**config.mk**
```make
export PLATFORM = sky130hd
export DESIGN_NAME = ic_refill_resp
export DESIGN_NICKNAME = d
export VERILOG_FILES = /design/src/rtl/ic_refill_resp.sv
export SDC_FILE = /design/constraint.sdc
export NUM_CORES = 1
export LEC_CHECK = 0
export CAP_MARGIN = 10
export CELL_PAD_IN_SITES_DETAIL_PLACEMENT = 2
export CELL_PAD_IN_SITES_GLOBAL_PLACEMENT = 2
export CORE_UTILIZATION = 30
export DETAILED_ROUTE_END_ITERATION = 8
export PLACE_DENSITY = 0.77
export SLEW_MARGIN = 20
export SYNTH_ARGS = -nofsm -noshare
export SYNTH_HDL_FRONTEND = slang
export SYNTH_SLANG_ARGS = --single-unit
```
**constraint.sdc**
```tcl
create_clock -name clk -period 2.2 [get_ports clk]
set_clock_uncertainty 0.15 [all_clocks]
set_input_delay 0.33 -clock clk [delete_from_list [all_inputs] [get_ports clk]]
set_output_delay 0.33 -clock clk [all_outputs]
set_load 0.01 [all_outputs]
```
**src/rtl/ic_refill_resp.sv**
```systemverilog
// ic_refill_resp: L2-side responder that fetches a 4-word line from memory and
// hands it to the icache, holding it until the icache completes or HOLD_MAX expires.
module ic_refill_resp #(
  parameter int HOLD_MAX = 16
) (
  input  logic         clk,
  input  logic         rst,
  input  logic         irq,
  input  logic [31:0]  l2_addr,
  input  logic         l2_cache_rw,
  input  logic         complete,
  output logic         l2_busy,
  output logic         l2_rdy,
  output logic [127:0] data_wd_l2,
  output logic         data_wd_l2_en,
  output logic         mem_wr_ic_en,
  output logic         mem_rd_req,
  output logic [31:0]  mem_addr,
  input  logic         mem_ack,
  input  logic [31:0]  mem_rd_data
);
  localparam int WW = $clog2(HOLD_MAX + 1);
  typedef enum logic [1:0] {IDLE, FETCH, FILL, WAIT_CMP} state_t;
  state_t         state;
  logic [31:0]    base;
  logic [1:0]     beat;
  logic [127:0]   line;
  logic [WW-1:0]  wait_cnt;
  always_ff @(posedge clk) begin
    if (!rst) begin
      state         <= IDLE;
      base          <= '0;
      beat          <= '0;
      line          <= '0;
      wait_cnt      <= '0;
      l2_busy       <= 1'b0;
      l2_rdy        <= 1'b0;
      data_wd_l2    <= '0;
      data_wd_l2_en <= 1'b0;
      mem_wr_ic_en  <= 1'b0;
      mem_rd_req    <= 1'b0;
      mem_addr      <= '0;
    end else begin
      data_wd_l2_en <= 1'b0;
      mem_wr_ic_en  <= 1'b0;
      case (state)
        IDLE: if (irq && !l2_cache_rw) begin
          base       <= {l2_addr[31:4], 4'b0};
          mem_addr   <= {l2_addr[31:4], 4'b0};
          beat       <= '0;
          line       <= '0;
          l2_busy    <= 1'b1;
          mem_rd_req <= 1'b1;
          state      <= FETCH;
        end
        FETCH: if (mem_ack) begin
          line[{beat, 5'd0} +: 32] <= mem_rd_data;
          beat     <= beat + 2'd1;
          mem_addr <= base + {28'b0, beat + 2'd1, 2'b0};
          if (beat == 2'd3) begin
            mem_rd_req <= 1'b0;
            state      <= FILL;
          end
        end
        FILL: if (complete) begin
          l2_busy <= 1'b0;
          state   <= IDLE;
        end else begin
          data_wd_l2    <= line;
          data_wd_l2_en <= 1'b1;
          mem_wr_ic_en  <= 1'b1;
          l2_rdy        <= 1'b1;
          wait_cnt      <= '0;
          state         <= WAIT_CMP;
        end
        WAIT_CMP: if (complete || wait_cnt == WW'(HOLD_MAX - 1)) begin
          l2_rdy   <= 1'b0;
          l2_busy  <= 1'b0;
          wait_cnt <= '0;
          state    <= IDLE;
        end else begin
          wait_cnt <= wait_cnt + 1'b1;
        end
        default: state <= IDLE;
      endcase
    end
  end
endmodule

```
After elaboration in Yosys (flattened, before gate mapping)
Index checks and enable logic that the tools add are counted.
- bits in registers: 329
- bits in latches: 0
- bits in writable memories: 0
- memory bits (read-only): 0
- bits of input ports: 70
- memories kept: 0
- $add $sub $neg: 4
- $mul: 0
- divide/modulo/power cells: 0
- magnitude comparators: 0
- equal/unequal tests: 11
- shift operators: 2
- muxes and demuxes: 29
- bitwise gates (word level): 1
- reductions and logical operators: 16
- operator list (operator ; number):
    $mux 128 ; 2
    $pmux 128 s2 ; 1
    $bwmux 128 ; 1
    $shift 32x9->128 const A ; 1
    $shiftx 32x9->128 ; 1
    $mux 32 ; 2
    $pmux 32 s2 ; 1
    $add 32x4->32 ; 1
    $mux 2 ; 7
    $ne 2x2->1 const B ; 6
    $reduce_and 4->1 ; 3
    $mux 5 ; 2
    $pmux 5 s2 ; 1
    $neg 7->9 ; 1
    $pmux 2 s4 ; 1
    $reduce_and 2->1 ; 4
    $mux 1 ; 7
    $eq 2x2->1 const B ; 3
    $reduce_and 3->1 ; 2
    $add 5x1->5 const B ; 1
    $eq 5x4->1 const B ; 1
    $pmux 1 s2 ; 2
    $pmux 2 s2 ; 1
    $reduce_bool 2->1 ; 2
    other kinds (9) ; 9

Longest topological paths before layout
Gate-level depths: netlist of run 1.
- word-level depth: 5
- gate-level depth with buffers: 8
- gate-level depth less buffers: 7

Worst setup path after synthesis of run 1
No wires, ideal clock.
- path kind: register -> register
- from: register beat[0]
- to: register line[66]
- library setup time: 70 ps
- arrival time: 1856 ps
- data required time: 1980 ps
- setup slack: 124 ps
- stages on the path, launching flop included: 8
- clock period less this slack: 2076 ps
- path through: dfxtp_1 inv_1 ha_1 nand3b_1 nor3_1 clkbuf_1 nand3_1 a21boi_1
- cells in the longest elaborated chain, start to end: 5
- elaborated cells between the ends (all ways): 6
- those cells by class: add/sub (1); shift (2); mux (3)
- RTL lines (element ; RTL line ; RTL):
    start, declared ; 26 ; logic [1:0] beat;
    start signal, assigned ; 58 ; beat <= beat + 2'd1;
    $neg 7->9 * ; 57 ; line[{beat, 5'd0} +: 32] <= mem_rd_data;
    $shiftx 32x9->128 or $shift 32x9->128 (tied branches) ; 57 ;
    $bwmux 128 * ; 57 ;
    $mux 128 * ; 56 ; FETCH: if (mem_ack) begin
    $pmux 128 s2 * ; 46 ; case (state)
    end signal, assigned by index ; 57 ;
    end, declared ; 27 ; logic [127:0] line;
Mark *: on every way between the ends. The rest lies on a longest branch, timed or not. The select of a mux whose other input is x is not followed.
A chain may end at the register's enable or synchronous reset.

Worst setup path in the final report of run 1
- from: register beat[0]
- to: register line[49]
The elaborated chain is that of the path after synthesis.

==> metrics.csv, run 1 <==
stage;metric;value;unit
clock_tree;root_buffer;clkbuf_16;
sta;finalHoldViolCount;0;
global_route;grt_pass1_wl;71.2;mm
critical_path;slowest_stage;or3_4;
job;cap_violations;0;
power;p_int;10.3;mW
placed_design;dpl_worst_slack;-0.259;ns
final_layout;fin_cells;2239;
power;leakage;6.59;nW
die;die_area;45100;µm²
global_route;overflow;0;
drt;routed_wl;46.1;mm
critical_path;end_kind;flip-flop;
placed_design;dp_hpwl;30.8;mm
global_route;grt_usage;20.4;%
critical_path;required;2.48;ns
critical_path;crit_chain;inv_1 > ha_1 > or3_4 > buf_12 > o41ai_2;
placed_design;dpl_cell_area;16400;µm²
drt;dr.pass1.iters;4;
critical_path;worstPathMaxFanout;18;
drt;drcViolationCount;0;
power;p_seq_share;44.3;%
clock_tree;cts-htree-levels;2;
drt;detailedRoute.firstIterationViolations;469;
placed_design;post-place-cells;2173;
clock_tree;cts_buffers;38;
power;p_sw_share;23.8;%
power;vdd_drop_max;0.000400;V
final_layout;final_cell_area;17600;µm²
die;start_util;30.6;%
final_layout;drive_above_1_share;13.1;%
drt;num_vias;11300;
synth;yosys_warnings;0;
die;rows;76;
sta;period_share;95.8;%
critical_path;arrival;2.38;ns
drt;vias_per_cell;5.07;
drt;antenna_left;0;
synth;seq_area_frac_synth;49.0;%
placed_design;place_congestion;0.744;
clock_tree;clock_latency;0.55;ns
synth;synth_top_area_share;49.0;%
synth;synth_top_flop_cell;dfxtp_1;
synth;yosys-top-cells-area;dfxtp_1 (49%), nand2_1 (12%), o41ai_2 (11%);
final_layout;seq_area;6510;µm²
final_layout;antennaDiodeCount;0;
synth;netlist_area;13300;µm²
synth;synth_top_cell_by_area;dfxtp_1;
clock_tree;post_cts_buffers;0;
sta;fmax;0.475;GHz
final_layout;area_growth;32.9;%
final_layout;fillers;4684;
synth;synth_common_cells;nand2_1 (437), dfxtp_1 (325), a21boi_1 (192);
synth;synth_edf_count;0;
sta;finalSetupViolCount;0;
critical_path;startpoint_type;flip-flop;
sta;period_minus_slack;2.11;ns
drt;drt-wirelength-per-cell;20.6;µm
sta;rsz0062_at_grt;false;
global_route;grt_max_degree;106;
sta;tightest_slew;0.605;ns
status;outcome;completed;
die;die_x;212;µm
sta;setup_ws;0.0934;ns
sta;maxSlewHeadroom;59.7;%
die;dieHeight;212;µm
sta;slew_violations;0;
die;io_pins;235;
synth;synth_cells;1447;
sta;setup_tns;0;ns
synth;avgSynthCellArea;9.17;µm²
placed_design;io_buffers;228;
final_layout;multi_input_area;6170;µm²
synth;synthArstFlopShare;0;%
power;power_density;770;nW/µm²
clock_tree;cts_tree;built;
critical_path;cp_slowest_stage_delay;0.53;ns
power;comb_power_share;7.8;%
clock_tree;clk_path_buf_depth;3;
synth;ys_ff_latch;325;
clock_tree;clkTransAtPathRegs;0.06;ns
final_layout;fin_nets;1706;
worst_hold_path;hp-class;in -> reg;
clock_tree;clkSinkCount;325;
global_route;antenna_found_initial;0;
global_route;grt_pass1_vias;12200;
synth;yosysUniqueCellTypes;37;
power;power_switching;3.24;mW
die;coreArea;43400;µm²
power;pwr-share-clk;47.9;%
synth;synth_most_common_cell;nand2_1;
critical_path;worstSetupPathType;reg -> reg;
## worst max-delay path: cells and delay by family, from the launching register on
family | cells | cell delay, ns
AND/OR/NAND/NOR | 1 | 0.53
AO/OA/AOI/OAI | 1 | 0.38
flip-flops | 1 | 0.35
buffers and inverters | 2 | 0.34
adder cells (fa/ha/maj) | 1 | 0.24
## repair_timing
action / 4_1_cts / 5_1_grt
gates resized for setup: 0 / 1
setup endpoints to repair: 0 / 1
hold buffers: 0 / 0
## final cells by class
| cell class | count | area share (%) |
|---|---|---|
| Clock inverter | 10 | 0.872 |
| Timing Repair Buffer | 283 | 16.7 |
| Sequential cell | 325 | 36.9 |
| Multi-Input combinational cell | 975 | 35.0 |
| Tap cell | 585 | 4.15 |
| Inverter | 5 | 0.106 |
| Clock buffer | 56 | 6.29 |
## kinds of logic (layout without fill, tap and decap cells)
| logic type | count (synthesis) | after routing | synth area share (%) |
|---|---|---|---|
| simple gates | 631 | 631 | 20.0 |
| fa+ha+maj | 8 | 8 | 0.754 |
| compound gates | 333 | 333 | 25.2 |
| other cells | 1 | 2 | 0.0283 |
| flops | 325 | 325 | 49.0 |
| buf+inv | 148 | 354 | 4.94 |
| mux | 1 | 1 | 0.0754 |
## final timing paths
| check | endpoint | cells after the start | slack [ns] | from |
|---|---|---|---|---|
| setup / recovery | line[49] | 5 | 0.09 | beat[0] |
| hold / removal | line[72] | 2 | 0.05 | rst |
| setup reg to reg | line[49] | 5 | 0.09 | beat[0] |
| hold reg to reg | data_wd_l2[89] | 2 | 0.30 | line[89] |
## state kept, by name, indices dropped and copies added (netlist names)
name	flops
base	28
beat	1
data_wd_l2	128
l2_busy	1
l2_rdy	1
line	128
mem_addr	29
mem_rd_req	1
mem_wr_ic_en	1
state	2
wait_cnt	5
## metal layers
| layer | vias up | track usage [%] | wire length (µm) |
|---|---|---|---|
| met5 | - | 0 | 0 |
| met4 | 0 | 6.70 | 1150 |
| met3 | 71 | 2.75 | 1590 |
| met2 | 205 | 33.4 | 21700 |
| met1 | 5729 | 27.6 | 21600 |
| li1 | 5338 | - | - |
## power by group through the flow
stage / logic (mW) / registers, mW / clock network, mW
final: 1.06 / 6.02 / 6.51
after global routing: 1.13 / 6.03 / 6.92
after CTS: 1.07 / 6.02 / 6.69
after detailed placement: 1.06 / 6.15 / 0
after global placement: 1.03 / 6.15 / 0
after floorplan: 0.526 / 6.17 / 0
## cell usage in the layout, fill, tap and decap left out, types with 3 or more instances in the layout
cell               n
nand2_1          435
dfxtp_1          325
clkdlybuf4s50_1  227
a21boi_1         192
nand3_1          163
o41ai_2           89
clkbuf_16         39
buf_4             35
o211a_1           28
buf_12            20
clkbuf_1          10
ha_1               8
o41ai_1            7
nor2b_1            7
clkbuf_8           7
inv_1              5
clkinv_2           5
a21oi_1            4
nand2b_1           4
bufinv_16          4
nand3b_1           3
nor2_1             3
a21o_2             3
## through the flow
stage / hold slack (ns) / power (mW) / util, %
after global placement: 0.287 / 7.18 / 37.8
after CTS: 0.0314 / 13.8 / 40.7
after global routing: 0.0557 / 14.1 / 40.7
after floorplan: 0.281 / 6.69 / -
after detailed placement: 0.297 / 7.21 / 37.8
final: 0.0491 / 13.6 / 40.7
Note: power is estimated with default switching activity, not from simulation.
==> inputs of run 2 (changes only) <==
--- a/config.mk
+++ b/config.mk
@@ -8,9 +8,10 @@
 export CAP_MARGIN = 10
 export CELL_PAD_IN_SITES_DETAIL_PLACEMENT = 2
 export CELL_PAD_IN_SITES_GLOBAL_PLACEMENT = 2
-export CORE_UTILIZATION = 30
+export CORE_UTILIZATION = 38
 export DETAILED_ROUTE_END_ITERATION = 8
-export PLACE_DENSITY = 0.77
+export DONT_BUFFER_PORTS = 1
+export PLACE_DENSITY = 0.8
 export SLEW_MARGIN = 20
 export SYNTH_ARGS = -nofsm -noshare
 export SYNTH_HDL_FRONTEND = slang
==> run 2 against run 1 <==
Effect of this change:
- the flow now finishes with violations (negative hold slack, negative setup slack)
- sequential share of layout area up 4.0 points
- final cell count down 13%
- worst setup slack worse by 0.22 ns
- clock power down 5.4%
- via count down 2.7%
- first-iteration DRC count up 26%
- sequential cell count unchanged
- global-route usage up 5.1 points
- total power down 4.0%
- critical path type unchanged
- largest power group unchanged
- highest routed layer unchanged
==> metrics.csv, run 2 (same netlist as run 1, synthesis figures left out) <==
stage;metric;value;unit
worst_hold_path;worstHoldStart;rst;
critical_path;worstPathMaxFanout;30;
clock_tree;clk_path_buf_depth;3;
clock_tree;clkTransAtPathRegs;0.06;ns
die;die_area;35700;µm²
placed_design;dp_hpwl;26.3;mm
clock_tree;cts_tree;built;
drt;dr.pass1.iters;5;
global_route;antenna_found_initial;3;
worst_hold_path;whs_path_depth;1;
drt;detailedRoute.firstIterationViolations;593;
sta;period_minus_slack;2.32;ns
die;io_pins;235;
sta;maxSlewHeadroom;59.9;%
global_route;grt_pass1_vias;11900;
final_layout;layout_common_cells;nand2_1 (435), dfxtp_1 (325), a21boi_1 (192);
final_layout;fin_cells;1957;
placed_design;io_buffers;0;
final_layout;multi_input_area;6170;µm²
drt;routed_wl;46.8;mm
global_route;grt_max_degree;358;
critical_path;r2r_cells;6;
critical_path;startpoint_type;flip-flop;
global_route;grt_pass1_wl;71.2;mm
power;power_density;819;nW/µm²
final_layout;seq_area;6510;µm²
sta;tightest_slew;0.601;ns
critical_path;r2r-start;state[1];
drt;drcViolationCount;0;
global_route;overflow;0;
placed_design;post-place-cells;1795;
critical_path;end_kind;flip-flop;
sta;finalHoldViolCount;109;
sta;period_share;106;%
critical_path;cp_slowest_stage_delay;0.67;ns
final_layout;fillers;3632;
sta;slew_violations;0;
placed_design;place_congestion;0.766;
sta;finalSetupViolCount;1;
die;coreArea;34500;µm²
drt;vias_per_cell;5.64;
final_layout;drive_above_1_share;13.3;%
status;failed_checks;negative hold slack, negative setup slack;
status;outcome;finished with violations;
sta;setup_ws;-0.123;ns
clock_tree;clkSinkCount;325;
critical_path;arrival;2.63;ns
clock_tree;cts-htree-levels;2;
critical_path;cp.buffers_inverters;3;
final_layout;fin_nets;1552;
worst_hold_path;hp-class;in -> reg;
final_layout;area_growth;20.0;%
critical_path;slowest_stage;dlygate4sd3_1;
sta;fmax;0.430;GHz
critical_path;r2r_slack;-0.12;ns
power;vdd_drop_max;0.000517;V
critical_path;worstSetupPathType;reg -> reg;
final_layout;finalCoreUtilization;46.2;%
clock_tree;cts_buffers;38;
power;leakage;6.12;nW
die;die_x;189;µm
final_layout;final_common_cell;nand2_1;
global_route;grt_usage;25.5;%
job;cap_violations;0;
final_layout;reg.largest.list;data_wd_l2 (128), line (128), mem_addr (29);
drt;num_vias;11000;
critical_path;crit_family;buffers and inverters;
drt;drt-wirelength-per-cell;23.9;µm
die;dieHeight;189;µm
die;rows;68;
clock_tree;root_buffer;clkbuf_16;
die;start_util;38.5;%
clock_tree;clock_latency;0.53;ns
worst_hold_path;min_to;data_wd_l2[67];
critical_path;crit_chain;buf_4 > nor3_2 > buf_12 > nand2_1 > a21boi_1 > dlygate4sd3_1;
critical_path;r2r-end;base[29];
sta;hold_ws;-0.173;ns
critical_path;required;2.51;ns
drt;antenna_left;0;
## run 2: through the flow
stage | setup TNS (ns) | hold WS, ns | power [mW] | setup slack (ns) | instance area, µm²
after CTS | 0 | -0.191 | 13.1 | 0.00654 | 15800
after floorplan | 0 | 0.281 | 6.69 | 0.124 | 13300
after global routing | -0.245 | -0.182 | 13.5 | -0.129 | 15900
after global placement | 0 | 0.287 | 6.78 | 0.241 | 13700
after detailed placement | 0 | 0.295 | 6.80 | 0.0910 | 13700
final | -0.123 | -0.173 | 13.0 | -0.123 | 15900
## run 2: power by group
group | total, mW | internal (mW) | switching, mW | leakage (nW)
registers | 6.07 | 5.97 | 0.0922 | 2.63
logic | 0.821 | 0.311 | 0.510 | 2.90
clock network | 6.16 | 3.60 | 2.56 | 0.595
total | 13.0 | 9.89 | 3.16 | 6.12
## run 2: final cells by class
cell class,instances,share of cell area (%)
inverter,5,0.118
clock buffer,53,6.90
antenna,3,0.0471
sequential,325,40.8
multi-input combinational,975,38.7
tap,455,3.57
timing repair buffer,129,9.17
clock inverter,12,0.613
## run 2: worst max-delay path by stage
stage | cells past startpoint | slack [ns] | end | startpoint
floorplan | 7 | 0.12 | line[66] | beat[0]
global placement | 7 | 0.24 | line[91] | state[0]
detailed placement | 8 | 0.09 | wait_cnt[4] | wait_cnt[0]
CTS | 8 | 0.007 | wait_cnt[4] | wait_cnt[0]
global route | 6 | -0.13 | base[29] | state[1]
finish | 6 | -0.12 | base[29] | state[1]
## run 2: metal layers
layer  global-route usage [%]  wire (µm)
met2                     43.0      22400
met4                     8.68       1440
met5                        0          0
met3                     5.32       2500
met1                     32.2      20500
## run 2: what timing repair did
item                                    in CTS  in global routing
hold buffers                                89                  3
gates resized for setup                      0                  9
setup buffers                                0                  2
endpoints found under the setup margin       0                 32
endpoints found under the hold margin      325                275
## run 2: worst register-to-register path, stage by stage (launching register included)
cell	delay (ns)
dfxtp_1	0.33
buf_4	0.17
nor3_2	0.33
buf_12	0.25
nand2_1	0.09
a21boi_1	0.26
dlygate4sd3_1	0.67
==> RTL edit, RTL diff (config.mk and constraints of run 2) <==
Re-encode `state_t` (4 states) as one-hot, 4 bits wide.
--- a/src/rtl/ic_refill_resp.sv
+++ b/src/rtl/ic_refill_resp.sv
@@ -20,7 +20,7 @@
   input  logic [31:0]  mem_rd_data
 );
   localparam int WW = $clog2(HOLD_MAX + 1);
-  typedef enum logic [1:0] {IDLE, FETCH, FILL, WAIT_CMP} state_t;
+  typedef enum logic [3:0] {IDLE = 4'b0001, FETCH = 4'b0010, FILL = 4'b0100, WAIT_CMP = 4'b1000} state_t;
   state_t         state;
   logic [31:0]    base;
   logic [1:0]     beat;
Function: no difference found for any inputs over 4 cycles, from zero or initial values and one cycle with rst low; so few cycles prove little.
==> RTL edit against run 2 <==
Die area shrank 10%; routed wire length is 2.3% lower; largest cell class unchanged; sequential share of layout area is 3.0 points higher; highest routed layer is now met5; critical path type unchanged; synthesized area down 10%; sequential cell count is 2 higher; the flow finishes with violations (DRC, hold timing); global-route usage is 2.5 points higher; first-iteration DRC count is 15% lower; total power is 1.4% higher; cell area fell by 6.2%; worst setup slack better by 0.16 ns.
==> RTL edit: results (changes against run 2) <==
* Number of global-route vias before repair at 11646 (-2.4%)
* Final Hold Viols at 95 (-13%)
* Post-synthesis compound-gate area fraction at 0.180 (-0.0721)
* Met3 WL at 2720 um (+8.9%)
* Routability Congestion at 0.741 (-3.2%)
* HPWL after DPL at 25600 um (-2.9%)
* Drt drc at 52 (+52)
* Worst-path maximum fanout at 46 (+53%)
* R2R Path End: data_wd_l2[36]$_SDFFE_PN0P_
* Top cells by count, synth: nand2_1 (437), dfxtp_1 (327), a21oi_1 (161)
* Setup repair bufs after CTS at 2 (+2)
* Met2 routed WL at 22100 um (-1.5%)
* 1st-iter DRT viols at 504 (-15%)
* Top cells by area, synth: dfxtp_1 (55%), nand2_1 (14%), a21oi_1 (6.8%)
* CP Data Arrival Time at 2.40 ns (-0.23 ns)
* Pre-CTS setup slack at -0.0429 ns (-0.134 ns)
* First-pass GRT wire length at 69000 um (-3.0%)
* Failing checks: DRC, hold timing
* Reg2reg start: state[3]$_SDFFE_PN0P_
* WHS at -0.189 ns (-0.0161 ns)
* Post-placement cell count at 1736 (-3.3%)
* Drt first pass iters at 6 (+1)
* Worst R2R Setup Slack at 0.04 ns (+0.16 ns)
* Synth cell types at 47 (+27%)
* Run status: complete, but fails checks
* Leak at 5.07 nW (-17%)
* Largest net degree at the start of global routing at 175 (-51%)
* DRT met1 WL at 19600 um (-4.3%)
==> RTL edit: worst max-delay path by stage <==
stage,from,end,slack (ns),depth (start not counted)
floorplan,beat[0]$_SDFFE_PN0P_,line[70]$_SDFFE_PN0P_,0.05,7
global placement,state[2]$_SDFFE_PN0P_,data_wd_l2[50]$_SDFFE_PN0P_,0.07,6
detailed placement,state[1]$_SDFFE_PN0P_,line[74]$_SDFFE_PN0P_,-0.04,6
CTS,state[3]$_SDFFE_PN0P_,data_wd_l2[99]$_SDFFE_PN0P_,-0.001,6
global route,mem_addr[3]$_SDFFE_PN0P_,line[55]$_SDFFE_PN0P_,-0.06,7
finish,state[3]$_SDFFE_PN0P_,data_wd_l2[36]$_SDFFE_PN0P_,0.04,6
==> RTL edit: critical path: stages, from the launching register on <==
cell and delay (ns):
dfxtp_4 0.37, buf_4 0.16, or3b_4 0.43, or3_4 0.46, buf_12 0.23, nand2_1 0.13
a21oi_1 0.09
==> RTL edit: final cells by class <==
type / count / area [um2]
repair buffers: 151 / 1630
well taps: 396 / 495
flip-flops and latches: 327 / 6550
diodes: 6 / 15.0
clock inverters: 4 / 48.8
fillers: 3265 / 15800
inverters: 5 / 23.8
multi-input cells: 955 / 4920
clock buffers: 65 / 1240
==> RTL edit: report_power, final <==
group / leakage [nW] / internal (W) / switching (W)
sequential: 2.64 / 0.00600 / 0.0000819
combinational: 1.79 / 0.000240 / 0.000458
clock: 0.640 / 0.00395 / 0.00251
total: 5.07 / 0.0102 / 0.00305
==> RTL edit: logic make-up after synthesis <==
kind of cell	Yosys count
adders and majority gates	8
other	1
AOI/OAI and AO/OA	338
DFF	327
and+or+nand+nor	607
buffers and inverters	132
